$ cat config.mk
export PLATFORM = sky130hd
export DESIGN_NAME = enc_quad_front_flat
export DESIGN_NICKNAME = d
export VERILOG_FILES = /design/src/rtl/enc_quad_front_pkg.sv /design/src/rtl/enc_quad_front_if.sv /design/src/rtl/enc_quad_front_glitch_filter.sv /design/src/rtl/enc_quad_front.sv /design/src/flat_wrapper.sv
export SDC_FILE = /design/constraint.sdc
export NUM_CORES = 1
export LEC_CHECK = 0
export ABC_AREA = 1
export CAP_MARGIN = 20
export CORE_MARGIN = 3
export CORE_UTILIZATION = 36
export CTS_CLUSTER_DIAMETER = 40
export DETAILED_ROUTE_END_ITERATION = 6
export SETUP_SLACK_MARGIN = 0.05
export SYNTH_ARGS = -nofsm -noshare
export SYNTH_HDL_FRONTEND = slang
export SYNTH_SLANG_ARGS = --single-unit
$ cat constraint.sdc
create_clock -name sysclk -period 1.7 [get_ports sysclk]
set_input_delay 0.34 -clock sysclk [delete_from_list [all_inputs] [get_ports sysclk]]
set_output_delay 0.34 -clock sysclk [all_outputs]
set_load 0.02 [all_outputs]
$ cat src/rtl/enc_quad_front_pkg.sv
// Shared constants and types for the quadrature encoder front end.
// Contents:
//   ENC_FILT_LEN_DEFAULT / ENC_ERR_BITS_DEFAULT : default parameter values
//   ENC_SYNC_CYCLES : cycles spent in SYNC while the synchronisers fill
//   ENC_DIR_FWD     : value of dir for forward (A leads B) rotation
//   enc_fe_state_t  : front-end FSM state encodings
//   enc_is_forward  : direction of a single-bit quadrature transition
package enc_quad_front_pkg;

    localparam int   ENC_FILT_LEN_DEFAULT = 8;
    localparam int   ENC_ERR_BITS_DEFAULT = 8;
    localparam int   ENC_SYNC_CYCLES      = 2;
    localparam logic ENC_DIR_FWD          = 1'b1;

    typedef enum logic [1:0] {
        ENC_FE_SYNC = 2'd0,
        ENC_FE_LOAD = 2'd1,
        ENC_FE_RUN  = 2'd2
    } enc_fe_state_t;

    // For a single-bit change on the forward sequence 00->10->11->01->00
    // the new A always differs from the old B; on the reverse sequence
    // they are equal. Only meaningful when exactly one bit changed.
    function automatic logic enc_is_forward(input logic [1:0] prev, input logic [1:0] cur);
        return prev[0] ^ cur[1];
    endfunction

endpackage

$ cat src/rtl/enc_quad_front_if.sv
// Channel bus of the encoder front end.
// Signals:
//   enc_a, enc_b   raw asynchronous encoder lines       (master -> slave)
//   clr_err        1-cycle error clear pulse             (master -> slave)
//   a_filt, b_filt filtered lines                        (slave -> master)
//   step, dir      step pulse and direction              (slave -> master)
//   err            illegal-transition pulse              (slave -> master)
//   err_cnt        saturating illegal-transition count   (slave -> master)
//   err_sticky     latched error flag                    (slave -> master)
//   ready          decoder live                          (slave -> master)
// ERR_BITS must match the ERR_BITS of the enc_quad_front it connects to.
interface enc_quad_front_if
    import enc_quad_front_pkg::*;
#(
    parameter int ERR_BITS = ENC_ERR_BITS_DEFAULT
);
    logic                enc_a;
    logic                enc_b;
    logic                clr_err;
    logic                a_filt;
    logic                b_filt;
    logic                step;
    logic                dir;
    logic                err;
    logic [ERR_BITS-1:0] err_cnt;
    logic                err_sticky;
    logic                ready;

    modport master (
        output enc_a, enc_b, clr_err,
        input  a_filt, b_filt, step, dir, err, err_cnt, err_sticky, ready
    );

    modport slave (
        input  enc_a, enc_b, clr_err,
        output a_filt, b_filt, step, dir, err, err_cnt, err_sticky, ready
    );
endinterface

$ cat src/rtl/enc_quad_front_glitch_filter.sv
// One encoder line: 2-FF synchroniser followed by a counting glitch filter.
// Ports:
//   sysclk  in   clock
//   reset   in   asynchronous active-low reset
//   raw     in   raw asynchronous line
//   load    in   copy the synchronised value straight into filt
//   synced  out  synchronised line (2 cycles behind raw)
//   filt    out  filtered line; toggles after FILT_LEN consecutive mismatches
module enc_quad_front_glitch_filter
    import enc_quad_front_pkg::*;
#(
    parameter int FILT_LEN = ENC_FILT_LEN_DEFAULT
) (
    input  logic sysclk,
    input  logic reset,
    input  logic raw,
    input  logic load,
    output logic synced,
    output logic filt
);

    localparam int             CW   = $clog2(FILT_LEN + 1);
    localparam logic [CW-1:0]  LAST = CW'(FILT_LEN - 1);

    logic          sync1;
    logic [CW-1:0] cnt;

    // Two-stage synchroniser for the asynchronous pin.
    always_ff @(posedge sysclk or negedge reset) begin
        if (!reset) begin
            sync1  <= 1'b0;
            synced <= 1'b0;
        end else begin
            sync1  <= raw;
            synced <= sync1;
        end
    end

    // The counter only survives while the mismatch persists, so the
    // output moves on the FILT_LEN-th consecutive mismatching edge and any
    // shorter excursion is thrown away.
    always_ff @(posedge sysclk or negedge reset) begin
        if (!reset) begin
            filt <= 1'b0;
            cnt  <= '0;
        end else if (load) begin
            filt <= synced;
            cnt  <= '0;
        end else if (synced != filt) begin
            if (cnt == LAST) begin
                filt <= synced;
                cnt  <= '0;
            end else begin
                cnt <= cnt + CW'(1);
            end
        end else begin
            cnt <= '0;
        end
    end

endmodule

$ cat src/rtl/enc_quad_front.sv
// Per-channel quadrature encoder front end.
// Ports:
//   sysclk  in   global clock
//   reset   in   asynchronous active-low reset
//   bus     slave modport of enc_quad_front_if:
//           enc_a/enc_b/clr_err in; a_filt/b_filt/step/dir/err/err_cnt/
//           err_sticky/ready out
// Holds the SYNC/LOAD/RUN sequencer, the quadrature decoder and the
// saturating illegal-transition counter; the two lines are conditioned by
// enc_quad_front_glitch_filter instances.
module enc_quad_front
    import enc_quad_front_pkg::*;
#(
    parameter int FILT_LEN = ENC_FILT_LEN_DEFAULT,
    parameter int ERR_BITS = ENC_ERR_BITS_DEFAULT
) (
    input  logic              sysclk,
    input  logic              reset,
    enc_quad_front_if.slave   bus
);

    enc_fe_state_t       state;
    enc_fe_state_t       next_state;
    logic [1:0]          sync_cnt;

    logic                load_en;
    logic                run_en;

    logic                a_s;
    logic                b_s;
    logic                a_filt;
    logic                b_filt;

    logic [1:0]          prev;
    logic [1:0]          cur;
    logic [1:0]          diff;
    logic                valid_edge;
    logic                illegal_edge;

    logic                step_q;
    logic                dir_q;
    logic                err_q;
    logic [ERR_BITS-1:0] err_cnt_q;
    logic                err_sticky_q;

    enc_quad_front_glitch_filter #(.FILT_LEN(FILT_LEN)) u_filt_a (
        .sysclk (sysclk),
        .reset  (reset),
        .raw    (bus.enc_a),
        .load   (load_en),
        .synced (a_s),
        .filt   (a_filt)
    );

    enc_quad_front_glitch_filter #(.FILT_LEN(FILT_LEN)) u_filt_b (
        .sysclk (sysclk),
        .reset  (reset),
        .raw    (bus.enc_b),
        .load   (load_en),
        .synced (b_s),
        .filt   (b_filt)
    );

    // State register; sync_cnt measures the time spent in SYNC.
    always_ff @(posedge sysclk or negedge reset) begin
        if (!reset) begin
            state    <= ENC_FE_SYNC;
            sync_cnt <= '0;
        end else begin
            state    <= next_state;
            sync_cnt <= (state == ENC_FE_SYNC) ? sync_cnt + 2'd1 : 2'd0;
        end
    end

    always_comb begin
        next_state = state;
        case (state)
            ENC_FE_SYNC: if (sync_cnt == 2'(ENC_SYNC_CYCLES - 1)) next_state = ENC_FE_LOAD;
            ENC_FE_LOAD: next_state = ENC_FE_RUN;
            ENC_FE_RUN:  next_state = ENC_FE_RUN;
            default:     next_state = ENC_FE_SYNC;
        endcase
    end

    always_comb begin
        load_en = 1'b0;
        run_en  = 1'b0;
        case (state)
            ENC_FE_LOAD: load_en = 1'b1;
            ENC_FE_RUN:  run_en  = 1'b1;
            default:     ;
        endcase
    end

    // Edge classification of the filtered pair against the last accepted state.
    always_comb begin
        cur          = {a_filt, b_filt};
        diff         = cur ^ prev;
        valid_edge   = run_en && (diff == 2'b01 || diff == 2'b10);
        illegal_edge = run_en && (diff == 2'b11);
    end

    // Decoder. LOAD seeds prev from the synchronisers (the filters are being
    // loaded with the same values on this edge) so RUN starts with no edge.
    always_ff @(posedge sysclk or negedge reset) begin
        if (!reset) begin
            prev   <= 2'b00;
            step_q <= 1'b0;
            dir_q  <= 1'b0;
            err_q  <= 1'b0;
        end else begin
            step_q <= valid_edge;
            err_q  <= illegal_edge;
            if (load_en) begin
                prev <= {a_s, b_s};
            end else if (run_en) begin
                prev <= cur;
            end
            if (valid_edge) begin
                dir_q <= enc_is_forward(prev, cur) ? ENC_DIR_FWD : ~ENC_DIR_FWD;
            end
        end
    end

    // Error counter: a simultaneous clear and error leaves a count of one.
    always_ff @(posedge sysclk or negedge reset) begin
        if (!reset) begin
            err_cnt_q    <= '0;
            err_sticky_q <= 1'b0;
        end else if (illegal_edge) begin
            err_sticky_q <= 1'b1;
            if (bus.clr_err) begin
                err_cnt_q <= ERR_BITS'(1);
            end else if (!(&err_cnt_q)) begin
                err_cnt_q <= err_cnt_q + ERR_BITS'(1);
            end
        end else if (bus.clr_err) begin
            err_cnt_q    <= '0;
            err_sticky_q <= 1'b0;
        end
    end

    assign bus.a_filt     = a_filt;
    assign bus.b_filt     = b_filt;
    assign bus.step       = step_q;
    assign bus.dir        = dir_q;
    assign bus.err        = err_q;
    assign bus.err_cnt    = err_cnt_q;
    assign bus.err_sticky = err_sticky_q;
    assign bus.ready      = run_en;

endmodule

$ cat src/flat_wrapper.sv
// flat-port wrapper written by rule: the top's interface ports become plain ports
module enc_quad_front_flat import enc_quad_front_pkg::*;
#(
    parameter int FILT_LEN = ENC_FILT_LEN_DEFAULT,
    parameter int ERR_BITS = ENC_ERR_BITS_DEFAULT
)
  (sysclk, reset, bus_enc_a, bus_enc_b, bus_clr_err, bus_a_filt, bus_b_filt, bus_step, bus_dir, bus_err, bus_err_cnt, bus_err_sticky, bus_ready);
  enc_quad_front_if #(.ERR_BITS(ERR_BITS)) bus_i ();
  input  logic sysclk;
  input  logic reset;
  input wire logic [$bits(bus_i.enc_a)-1:0] bus_enc_a;
  input wire logic [$bits(bus_i.enc_b)-1:0] bus_enc_b;
  input wire logic [$bits(bus_i.clr_err)-1:0] bus_clr_err;
  output wire logic [$bits(bus_i.a_filt)-1:0] bus_a_filt;
  output wire logic [$bits(bus_i.b_filt)-1:0] bus_b_filt;
  output wire logic [$bits(bus_i.step)-1:0] bus_step;
  output wire logic [$bits(bus_i.dir)-1:0] bus_dir;
  output wire logic [$bits(bus_i.err)-1:0] bus_err;
  output wire logic [$bits(bus_i.err_cnt)-1:0] bus_err_cnt;
  output wire logic [$bits(bus_i.err_sticky)-1:0] bus_err_sticky;
  output wire logic [$bits(bus_i.ready)-1:0] bus_ready;
  assign bus_i.enc_a = bus_enc_a;
  assign bus_i.enc_b = bus_enc_b;
  assign bus_i.clr_err = bus_clr_err;
  assign bus_a_filt = bus_i.a_filt;
  assign bus_b_filt = bus_i.b_filt;
  assign bus_step = bus_i.step;
  assign bus_dir = bus_i.dir;
  assign bus_err = bus_i.err;
  assign bus_err_cnt = bus_i.err_cnt;
  assign bus_err_sticky = bus_i.err_sticky;
  assign bus_ready = bus_i.ready;
  enc_quad_front #(.FILT_LEN(FILT_LEN), .ERR_BITS(ERR_BITS)) u_core (.sysclk(sysclk), .reset(reset), .bus(bus_i));
endmodule
Yosys cells after proc, flatten, opt, wreduce, memory -nomap -nowiden
Cells that the tools add are included.
{"block": "word_totals", "reg_bits": 32, "input_bits": 5, "word_cells": 75, "output_inout_bits": 15}
{"block": "op_classes", "muxes": 26, "n_reduce_logical": 15, "add_sub_neg": 4, "n_eq_ne": 12, "n_bitwise": 2}
{"op": "two-way mux 8 bit", "count": 4}
{"op": "two-way mux 4 bit", "count": 6}
{"op": "nonzero test 2 bit", "count": 6}
{"op": "two-way mux 1 bit", "count": 11}
{"op": "adder 4 x 1 -> 4 bit, second input constant", "count": 2}
{"op": "adder 8 x 1 -> 8 bit, second input constant", "count": 1}
{"op": "equality test 4 x 3 -> 1 bit, second input constant", "count": 2}
{"op": "two-way mux 2 bit", "count": 4}
{"op": "AND reduction 8 bit", "count": 1}
{"op": "equality test 2 x 1 -> 1 bit, second input constant", "count": 3}
{"op": "equality test 2 bit, second input constant", "count": 3}
{"op": "AND reduction 2 bit", "count": 3}
{"op": "!= test 2 bit, second input constant", "count": 2}
{"op": "case mux 2 bit (2 select lines)", "count": 1}
{"op": "adder 2 x 1 -> 2 bit, second input constant", "count": 1}
{"op": "logical AND 1 bit", "count": 2}
{"op": "logical NOT 2 bit", "count": 1}
{"op": "!= test 1 bit", "count": 2}
{"op": "OR reduction 2 bit", "count": 1}
{"op": "bitwise XOR 2 bit", "count": 1}
{"op": "logical OR 1 bit", "count": 1}
{"op": "bitwise XOR 1 bit", "count": 1}

Logic depth before layout (Yosys ltp)
{"block": "depth", "ltp_word": 5, "depth_mapped": 10, "ltp_nobuf": 9}

Hierarchy
Synthesis repeated with hierarchy kept, for this count alone.
{"block": "hier_totals", "cells_unflattened": 178, "hier_area_um2": 1542.7}
{"module": "enc_quad_front", "n_inst": 1, "area_each_um2": 949.7, "seq_area_each_um2": 450.4, "cells_each": 110}
{"module": "enc_quad_front_glitch_filter", "n_inst": 2, "area_each_um2": 296.5, "seq_area_each_um2": 175.2, "cells_each": 34}

Worst setup path before layout
No wires, ideal clock.
{"block": "synth_path", "path_type": "register to register", "from": "reg u_core.u_filt_a.filt", "to": "reg u_core.err_cnt_q[7], in the netlist u_core.bus.err_cnt[7]", "arrival_time_ns": 1.462, "required_time_ns": 1.587, "path_slack_ns": 0.125, "stages_incl_launch_ff": 11, "synth_period_minus_slack_ns": 1.575, "setup_time_ns": 0.113, "path_buffers": 1, "cell_sequence": "dfrtp_1 clkbuf_2 xor2_1 ha_1 nand2_1 nand2_1 nand2_4 inv_4 nand2_2 nand2_1 inv_1"}
{"block": "synth_between", "elab_chain_len": 5, "elab_cells_between_ends": 6, "cone_classes": "1 x eq/ne; 1 x mux; 1 x bitwise; 3 x reduce/logical"}
{"item": "start, declared", "line": "enc_quad_front_glitch_filter.sv:19", "text": "output logic filt"}
{"item": "start signal, assigned", "line": "enc_quad_front_glitch_filter.sv:47", "text": "filt <= synced;"}
{"item": "start signal, assigned", "line": "enc_quad_front_glitch_filter.sv:51", "text": "filt <= synced;"}
{"item": "bitwise XOR 2 bit (*)", "line": "enc_quad_front.sv:98", "text": "diff = cur ^ prev;"}
{"item": "equality test 2 bit (*)", "line": "enc_quad_front.sv:100", "text": "illegal_edge = run_en && (diff == 2'b11);"}
{"item": "logical AND 1 bit (*)", "line": "enc_quad_front.sv:100"}
{"item": "nonzero test 2 bit (no source line)"}
{"item": "AND reduction 2 bit (no source line)"}
{"item": "end signal, assigned", "line": "enc_quad_front.sv:135", "text": "err_cnt_q <= err_cnt_q + ERR_BITS'(1);"}
{"item": "end, declared", "line": "enc_quad_front.sv:43", "text": "logic [ERR_BITS-1:0] err_cnt_q;"}
Every way passes the cells marked *; elsewhere a longest branch is shown, timed or not.
A chain may end at the register's enable or synchronous reset.

Worst setup path in the final report
{"block": "layout_path", "from": "reg u_core.err_cnt_q[6], in the netlist u_core.bus.err_cnt[6]", "to": "out bus_err_cnt[6]"}
{"item": "end, declared", "line": "flat_wrapper.sv:19", "text": "output wire logic [$bits(bus_i.err_cnt)-1:0] bus_err_cnt;"}
No word-level cell between the ends.

==> results.sh <==
export IMPL_synth_fa_ha_area_frac=0.0663
export IMPL_p_per_area_nw_per_um2=1520
export IMPL_avgSynthCellArea_um2=9.15
export IMPL_crit_type="reg2out"
export IMPL_synth_simple_area_share=0.221
export IMPL_fin_crit_ns=1.60
export IMPL_syn_area_um2=1510
export IMPL_synth_compound_area_frac=0.0795
export IMPL_crit_family="buffers and inverters"
export IMPL_yosysWarnings=0
export IMPL_start_kind="flop"
export IMPL_root_buffer="clkbuf_8"
export IMPL_drive_above_1_share=0.133
export IMPL_wl_per_cell_um=11.7
export IMPL_crit_required_ns=1.36
export IMPL_ys_seq_area_frac=0.530
export IMPL_cts_tree="yes"
export IMPL_ys_types=24
export IMPL_fmax_ghz=0.623
export IMPL_rsz0062_at_grt="true"
export IMPL_hold_path_class="reg2reg"
export IMPL_io_pins=20
export IMPL_path_cells="clkdlybuf4s50_1"
export IMPL_dieArea_um2=5010
export IMPL_hp_start="u_core.u_filt_b.sync1$_DFF_PN0_"
export IMPL_rr_worst_depth=9
export IMPL_cts_max_path_buffers=2
export IMPL_yosys_register_bits=32
export IMPL_cp_end_kind="output port"
export IMPL_postLayoutCellArea_um2=1900
export IMPL_area_delta_synth_final_pct=25.7
export IMPL_slowest_stage="clkdlybuf4s50_1"
export IMPL_yosys_top_cells_count="nand2_1 (36), dfrtp_1 (32), inv_1 (22)"
export IMPL_fin_nets=207
export IMPL_htreeDepth=2
export IMPL_synth_most_common_cell="nand2_1"
export IMPL_gp_congestion=0.835
export IMPL_pre_cts_slack_ns=0.0792
export IMPL_grt_max_degree=33
export IMPL_path_buf_inv=1
export IMPL_report_final_slew_viol_count=0
export IMPL_fin_tns_setup_ns=0
export IMPL_remaining_drc_errors=0
export IMPL_finClkSkew_ns=0.00635
export IMPL_drt_initial_drc_count=48
export IMPL_hold_ws_ns=0.349
export IMPL_worstPathArrival_ns=1.26
export IMPL_synth_xor_area_share=0.0406
export IMPL_r2r_start="u_core.u_filt_a.filt$_DFFE_PN0P_"
export IMPL_path_clk_slew_ns=0.07
export IMPL_status="complete, no violations"
export IMPL_insertedDiodeCount=0
export IMPL_clock_sinks=32
export IMPL_place_hpwl_um=2130
export IMPL_yosysTopAreaCellShare=0.530
export IMPL_setup_viol=0
export IMPL_slowest_delay_ns=0.61
export IMPL_insertion_delay_ns=0.28
export IMPL_hold_viol=0
export IMPL_synth_top_area_cell="dfrtp_1"
export IMPL_die_w_um=70.8
export IMPL_slew_headroom=0.738
export IMPL_die_h_um=70.8
export IMPL_wl_um=2830
export IMPL_power_leakage_nw=0.972
export IMPL_tightest_slew_ns=0.393
export IMPL_synth_top_family_by_area="simple AND/OR/NAND/NOR gates"
export IMPL_r2r_end="u_core.bus.err_cnt[7]$_DFFE_PN0P_"
export IMPL_port_buffers=19
export IMPL_synthMuxAreaShare=0
export IMPL_postRouteAntennaNets=0
export IMPL_first_global_vias=1249
export IMPL_hold_depth=0
export IMPL_grt_pass1_wl_um=5180
export IMPL_synthFlopType="dfrtp_1"
export IMPL_cts_buffers=5
export IMPL_finalCritPeriodShare=0.944
export IMPL_cap_viol_max_count=0
export IMPL_antenna_found_initial=0
export IMPL_synthesis_nets=178
export IMPL_vias=1190
export IMPL_setup_ws_ns=0.0953
export IMPL_gr_total_overflow=0
export IMPL_synthCells=165
export IMPL_min_to="u_core.u_filt_b.synced$_DFF_PN0_"
export IMPL_core_um2=3850
export IMPL_ff2ff_setup_slack_ns=0.23
export IMPL_yosys_top_cells_area="dfrtp_1 (53%), nand2_1 (8.9%), ha_1 (6.6%)"
export IMPL_ctsHoldBuffers=0
export IMPL_ir_worst_vdd_v=0.000657
export IMPL_n_fill_cell=366
export IMPL_synth_enable_flop_cells=0
export IMPL_drtPass1Iterations=4
export IMPL_power_total_mw=2.88
export IMPL_grt_usage=0.131
export IMPL_place_area_um2=1790
export IMPL_row_count=22
export IMPL_critical_path_peak_fanout=4
export IMPL_ys_async_sr_fraction=1.00
export IMPL_via_per_inst=4.90
export IMPL_initial_core_util=0.392
## worst register-to-register path, delay by kind of cell, from the launching register on
kind / cells / cell delay (ns)
XOR/XNOR: 1 / 0.19
adder cells (fa/ha/maj): 1 / 0.18
buffers and inverters: 2 / 0.12
flip-flops: 1 / 0.44
AND/OR/NAND/NOR: 5 / 0.44
## report_power, final
group / total, mW / leakage, nW / internal (mW) / switching [mW]
registers: 1.10 / 0.409 / 0.955 / 0.148
logic: 1.08 / 0.508 / 0.436 / 0.646
clock network: 0.697 / 0.0552 / 0.434 / 0.263
## cell families after synthesis
family | count (synthesis)
xor+xnor | 7
buf+inv | 24
simple gates | 74
flops | 32
fa+ha+maj | 8
compound gates | 20
## registers in the layout (all words and copies together) (netlist names), 2 cells and up
signal and count:
u_core.u_filt_a.cnt 4, u_core.u_filt_b.cnt 4, u_core.prev 2, u_core.bus.err_cnt 8
u_core.state 2, u_core.sync_cnt 2
## repair_timing
item / in CTS / in global routing
endpoints found under the setup margin: 8 / 5
resized for setup: 8 / 9
setup buffers: 0 / 0
## cell type report
type                    count  area (um2)  share of cell area
flip-flops and latches     32         802               0.423
multi-input cells         109         628               0.331
repair buffers             23         211               0.111
inverters                  23        88.8              0.0468
clock buffers               6        72.6              0.0382
well taps                  48        60.1              0.0316
clock inverters             2        35.0              0.0185
## per-layer routing
metal  part of all wire  up-vias  routed length [um]  global-route usage
met3              0.058       10                 165              0.0455
met5                  0        -                   0                   0
met1               0.43      568                1220               0.145
li1                   -      581                   -                   -
met2               0.49       31                1390               0.226
met4              0.021        0                  60              0.0585
## worst max-delay path by stage
stage | startpoint | endpoint | slack, ns | depth (start not counted)
finish | u_core.bus.err_cnt[6]$_DFFE_PN0P_ | bus_err_cnt[6] | 0.1 | 1
global route | u_core.u_filt_a.filt$_DFFE_PN0P_ | u_core.bus.err_cnt[5]$_DFFE_PN0P_ | 0.04 | 8
CTS | u_core.state[0]$_DFFE_PN0P_ | bus_ready | 0.04 | 3
floorplan | u_core.u_filt_a.filt$_DFFE_PN0P_ | u_core.bus.err_cnt[7]$_DFFE_PN0P_ | 0.12 | 10
global placement | u_core.u_filt_a.filt$_DFFE_PN0P_ | u_core.bus.err_cnt[5]$_DFFE_PN0P_ | 0.11 | 8
detailed placement | u_core.u_filt_a.filt$_DFFE_PN0P_ | u_core.bus.err_cnt[5]$_DFFE_PN0P_ | 0.08 | 8
## layout by cell type (no fill, tap or decap), drive strengths merged, types with 2 or more instances in the layout
cell	count
dlymetal6s2s	2
clkdlybuf4s50	9
o21ai	10
dfrtp	32
a31oi	3
nor2	19
nand3	11
nand2	39
buf	4
a21oi	5
nand4	2
inv	23
dlygate4sd2	7
nor3	2
ha	8
clkbuf	7
xnor2	2
xor2	5
## through the flow
stage,util,cells
global route,0.493,243
detailed placement,0.463,235
global placement,0.463,235
CTS,0.489,243
floorplan,-,165
finish,0.493,243
No activity file was read; power rests on OpenSTA's default activity.
